**src/rtl/rr_arbiter_4_encoded.sv**
```systemverilog
// ---------------------------------------------------------------------------
// rr_arbiter_4_encoded
//
// Round-robin arbiter sharing one downstream resource among four requesters.
// A winner receives a registered one-hot grant plus its 2-bit encoded index
// (0001->00, 0010->01, 0100->10, 1000->11). Tenure ends on done, on the
// grantee dropping its request, or on the hold limit. After every release
// there is one GAP cycle and one IDLE cycle with no grant, which gives
// downstream select logic a dead cycle to switch.
//
// Parameters:
//   MAX_HOLD   maximum grant tenure in cycles (legal range 2..255)
//
// Ports:
//   clk        system clock, rising edge
//   rst_n      asynchronous active-low reset, synchronous release
//   req[3:0]   request lines, bit i held by requester i while it wants/uses
//   done       completion strobe from the current grantee (GRANT only)
//   gnt[3:0]   one-hot grant, registered, 0000 when idle
//   gnt_idx    encoded grant index, 00 when no grant
//   gnt_valid  high while gnt is non-zero
//   timeout    one-cycle pulse after a hold-limit revoke
// ---------------------------------------------------------------------------
module rr_arbiter_4_encoded #(
  parameter int MAX_HOLD = 16
) (
  input  logic       clk,
  input  logic       rst_n,
  input  logic [3:0] req,
  input  logic       done,
  output logic [3:0] gnt,
  output logic [1:0] gnt_idx,
  output logic       gnt_valid,
  output logic       timeout
);

  typedef enum logic [1:0] {
    IDLE  = 2'd0,
    GRANT = 2'd1,
    GAP   = 2'd2
  } state_t;

  // hold_cnt counts edges since the grant was loaded; reaching this value
  // means the grant has been visible for MAX_HOLD cycles.
  localparam logic [7:0] HOLD_LIMIT = 8'(MAX_HOLD - 1);

  state_t     state;
  logic [1:0] ptr;
  logic [7:0] hold_cnt;

  // Requests rotated so that bit 0 is the highest-priority requester (ptr).
  logic [3:0] rot_req;
  logic [1:0] pick_off;
  logic [1:0] pick_idx;

  genvar gi;
  generate
    for (gi = 0; gi < 4; gi++) begin : g_rotate
      assign rot_req[gi] = req[ptr + 2'(gi)];
    end
  endgenerate

  // Lowest set bit of the rotated vector is the first requester in search
  // order; iterate downward so the lowest index wins.
  always_comb begin
    pick_off = 2'd0;
    for (int k = 3; k >= 0; k--) begin
      if (rot_req[k]) begin
        pick_off = 2'(k);
      end
    end
  end

  assign pick_idx = ptr + pick_off;

  function automatic logic [3:0] idx_to_onehot(input logic [1:0] idx);
    logic [3:0] oh;
    oh = 4'b0000;
    oh[idx] = 1'b1;
    return oh;
  endfunction

  // Exit conditions of a tenure; done has priority over drop, drop over limit.
  logic grantee_req;
  logic hold_expired;
  logic release_now;

  assign grantee_req  = req[gnt_idx];
  assign hold_expired = (hold_cnt == HOLD_LIMIT);
  assign release_now  = done || !grantee_req || hold_expired;

  always_ff @(posedge clk or negedge rst_n) begin
    if (!rst_n) begin
      state     <= IDLE;
      ptr       <= 2'd0;
      hold_cnt  <= 8'd0;
      gnt       <= 4'b0000;
      gnt_idx   <= 2'd0;
      gnt_valid <= 1'b0;
      timeout   <= 1'b0;
    end else begin
      timeout <= 1'b0;
      case (state)
        IDLE: begin
          if (|req) begin
            state     <= GRANT;
            gnt       <= idx_to_onehot(pick_idx);
            gnt_idx   <= pick_idx;
            gnt_valid <= 1'b1;
            hold_cnt  <= 8'd0;
          end
        end

        GRANT: begin
          if (release_now) begin
            state     <= GAP;
            gnt       <= 4'b0000;
            gnt_idx   <= 2'd0;
            gnt_valid <= 1'b0;
            ptr       <= gnt_idx + 2'd1;
            // Only a pure hold-limit exit reports a timeout; a coincident
            // done or drop counts as an ordinary release.
            timeout   <= !done && grantee_req;
          end else if (hold_cnt != 8'hFF) begin
            hold_cnt <= hold_cnt + 8'd1;
          end
        end

        GAP: begin
          state <= IDLE;
        end

        default: begin
          state <= IDLE;
        end
      endcase
    end
  end

endmodule

```
**config.mk**
```make
export PLATFORM = sky130hd
export DESIGN_NAME = rr_arbiter_4_encoded
export DESIGN_NICKNAME = d
export VERILOG_FILES = /design/src/rtl/rr_arbiter_4_encoded.sv
export SDC_FILE = /design/constraint.sdc
export NUM_CORES = 1
export LEC_CHECK = 0
export CORE_MARGIN = 2
export CORE_UTILIZATION = 35
export CTS_BUF_LIST = sky130_fd_sc_hd__clkbuf_8
export CTS_CLUSTER_SIZE = 20
export DETAILED_ROUTE_END_ITERATION = 10
export DONT_BUFFER_PORTS = 1
export HOLD_SLACK_MARGIN = 0.03
export PLACE_DENSITY_LB_ADDON = 0.15
export SLEW_MARGIN = 5
export SYNTH_ARGS = -nofsm -noshare
export SYNTH_HDL_FRONTEND = slang
export SYNTH_SLANG_ARGS = --single-unit
```
**constraint.sdc**
```tcl
create_clock -name clk -period 4.33 [get_ports clk]
set_input_delay 0.866 -clock clk [delete_from_list [all_inputs] [get_ports clk]]
set_output_delay 0.866 -clock clk [all_outputs]
set_load 0.02 [all_outputs]
```
==> impl_metrics.env <==
export IMPL_layout_commonest_cell="dfrtp_1"
export IMPL_cts_tree="yes"
export IMPL_coreArea_mm2=0.00310
export IMPL_clk_insertion_delay_late_ns=0.26
export IMPL_syn_instance_count=124
export IMPL_rsz0062_at_grt="false"
export IMPL_max_stage_delay_ns=0.49
export IMPL_wire_per_inst_um=14.3
export IMPL_reg2reg_slack_ns=2.24
export IMPL_start_util_pct=37.3
export IMPL_antenna_found_initial=0
export IMPL_vias_per_cell=5.60
export IMPL_fin_cells=166
export IMPL_clkSlewWorstSetupHoldPaths_ns=0.08
export IMPL_synthesis_area_mm2=0.00116
export IMPL_die_area_mm2=0.00379
export IMPL_fin_skew_ns=0.00745
export IMPL_ir_worst_vdd_v=0.000286
export IMPL_ys_flop_type="dfrtp_1"
export IMPL_grt_max_degree=21
export IMPL_seqCellArea_um2=500
export IMPL_layout_worst_path_cycle_share_pct=48.6
export IMPL_cts_root_buffer="clkbuf_8"
export IMPL_start_kind="input port"
export IMPL_maxSlewHeadroom_pct=23.4
export IMPL_period_needed_ns=2.10
export IMPL_rr_endpoint="gnt[1]"
export IMPL_cp_end_kind="flip-flop"
export IMPL_maxCapViolCount=0
export IMPL_cts_hold_buf=0
export IMPL_fin_setup_tns_ns=0
export IMPL_wirelength_um=2370
export IMPL_setup_violations_final=0
export IMPL_synth_warnings=0
export IMPL_tightest_slew_ns=1.14
export IMPL_clockBufferDepth=2
export IMPL_firstDrtPassIters=4
export IMPL_synth_edf_count=0
export IMPL_syn_area_per_cell_um2=9.34
export IMPL_leakage_nw=0.516
export IMPL_fin_nets=132
export IMPL_io_pins=15
export IMPL_pre_cts_slack_ns=1.97
export IMPL_power_density_mw_per_mm2=641
export IMPL_r2r_start="ptr[0]"
export IMPL_rows=20
export IMPL_min_path_type="in -> async"
export IMPL_fillers=329
export IMPL_io_buffers=0
export IMPL_gp_congestion=0.800
export IMPL_cp_cell_sequence="or4_1 > nand3_1 > ha_1 > xnor2_1 > xnor2_1 > a32o_1"
export IMPL_slew_violations=0
export IMPL_hold_viol=0
export IMPL_numCtsBuffers=3
export IMPL_post_cts_repair_setup_buffers=0
export IMPL_n_antenna_cell=0
export IMPL_cts_resized=0
export IMPL_antenna_left=0
export IMPL_cpMostUsedCell="xnor2_1"
export IMPL_crit_required_ns=4.53
export IMPL_ff2ff_path_depth=6
export IMPL_die_y_um=61.5
export IMPL_grt_pass1_vias=893
export IMPL_dp_cells=162
export IMPL_ys_async_sr_fraction_pct=100
export IMPL_grt_first_pass_wirelength_um=4050
export IMPL_synthToLayoutAreaGrowth_pct=8.10
export IMPL_fmax_mhz=476
export IMPL_critPathSlowestCell="or4_1"
export IMPL_multi_input_area_um2=611
export IMPL_vias=929
export IMPL_drc=0
export IMPL_place_hpwl_um=1660
export IMPL_worst_slack_ns=2.23
export IMPL_cts_sinks=20
export IMPL_grt_total_usage_pct=14.8
export IMPL_dieWidth_um=61.5
export IMPL_crit_arrival_ns=2.31
export IMPL_drive_gt1_share_pct=6.56
export IMPL_path_max_fanout=10
export IMPL_grt_ovfl_total=0
export IMPL_drt_iter0_drc=95
export IMPL_worstSetupPathType="in -> reg"
export IMPL_ys_seq_area_share_pct=43.2
export IMPL_status="finished clean"
export IMPL_synth_nets=133
export IMPL_final_cell_mix="dfrtp_1, nand2_1, nor2_1"
export IMPL_synth_seq_cells=20
export IMPL_htreeDepth=1
export IMPL_yosysUniqueCellTypes=35
## cells in the mapped netlist, types with 3 or more instances
cell type	number	share of area (%)
or4_1	7	4.5
nand2_1	14	4.5
nor2_1	8	2.6
nand2b_1	3	1.6
inv_1	4	1.3
o211ai_1	3	1.9
mux2i_1	5	4.3
nand3_1	6	2.6
o31ai_1	3	1.9
xnor2_1	3	2.3
o21bai_1	4	2.6
a21oi_1	7	3.0
dfrtp_1	20	43
o21ai_0	6	2.6
o2bb2ai_1	3	2.3
## worst max path at each step
| stage | depth (start not counted) | endpoint | from | slack (ns) |
|---|---|---|---|---|
| final | 6 | gnt[1] | req[2] | 2.23 |
| after global routing | 9 | gnt[1] | ptr[0] | 2.02 |
| after CTS | 6 | gnt[1] | req[2] | 2.24 |
| after detailed placement | 6 | gnt[1] | req[2] | 1.97 |
| after global placement | 8 | gnt[1] | req[3] | 2.02 |
| after floorplan | 7 | gnt[1] | req[2] | 1.95 |
## routing by layer
metal | wire length (um) | up-vias | GRT usage (%)
li1 | - | 456 | -
met1 | 1110 | 449 | 19.0
met2 | 1110 | 17 | 23.0
met3 | 93 | 7 | 4.20
met4 | 49 | 0 | 6.69
met5 | 0 | - | 0
## registers in the layout, indices dropped and copies added, names as in the netlist
name / cells
ptr: 2
gnt: 4
timeout: 1
gnt_idx: 2
hold_cnt: 8
gnt_valid: 1
state: 2
## critical path, delay by kind of cell
| kind | cells | cell delay (ns) |
|---|---|---|
| compound gates | 1 | 0.23 |
| simple gates | 2 | 0.59 |
| fa+ha+maj | 1 | 0.16 |
| xor+xnor | 2 | 0.46 |
## through the flow
stage               hold WS (ns)  util (%)  power, mW  area (um2)
global route               0.271      40.4      0.868        1250
finish                     0.286      40.4      0.803        1250
floorplan                  0.475         -      0.557        1160
global placement           0.506      38.1      0.612        1180
detailed placement         0.507      38.1      0.619        1180
CTS                        0.277      40.4      0.812        1250
## area by class of cell
cell class	count	share of cell area, %
inverters	4	1.20
well taps	44	4.40
multi-input cells	94	48.8
clock inverters	1	2.40
clock buffers	3	3.30
flip-flops and latches	20	40.0
## power by group
part / internal, mW / total, mW / leakage (nW) / switching, mW
Clock: 0.124 / 0.188 / 0.0357 / 0.0642
Sequential: 0.234 / 0.320 / 0.262 / 0.0858
Combinational: 0.118 / 0.296 / 0.218 / 0.177
## cells by family after synthesis
family                   count (synthesis)  synth area share (%)
AND/OR/NAND/NOR                         49                  22.6
adder cells (fa/ha/maj)                  2                  2.16
AO/OA/AOI/OAI                           35                  21.4
flip-flops                              20                  43.2
XOR/XNOR                                 3                  2.27
buffers and inverters                   10                  4.10
multiplexers                             5                  4.32
(Power assumes the default switching activity.)
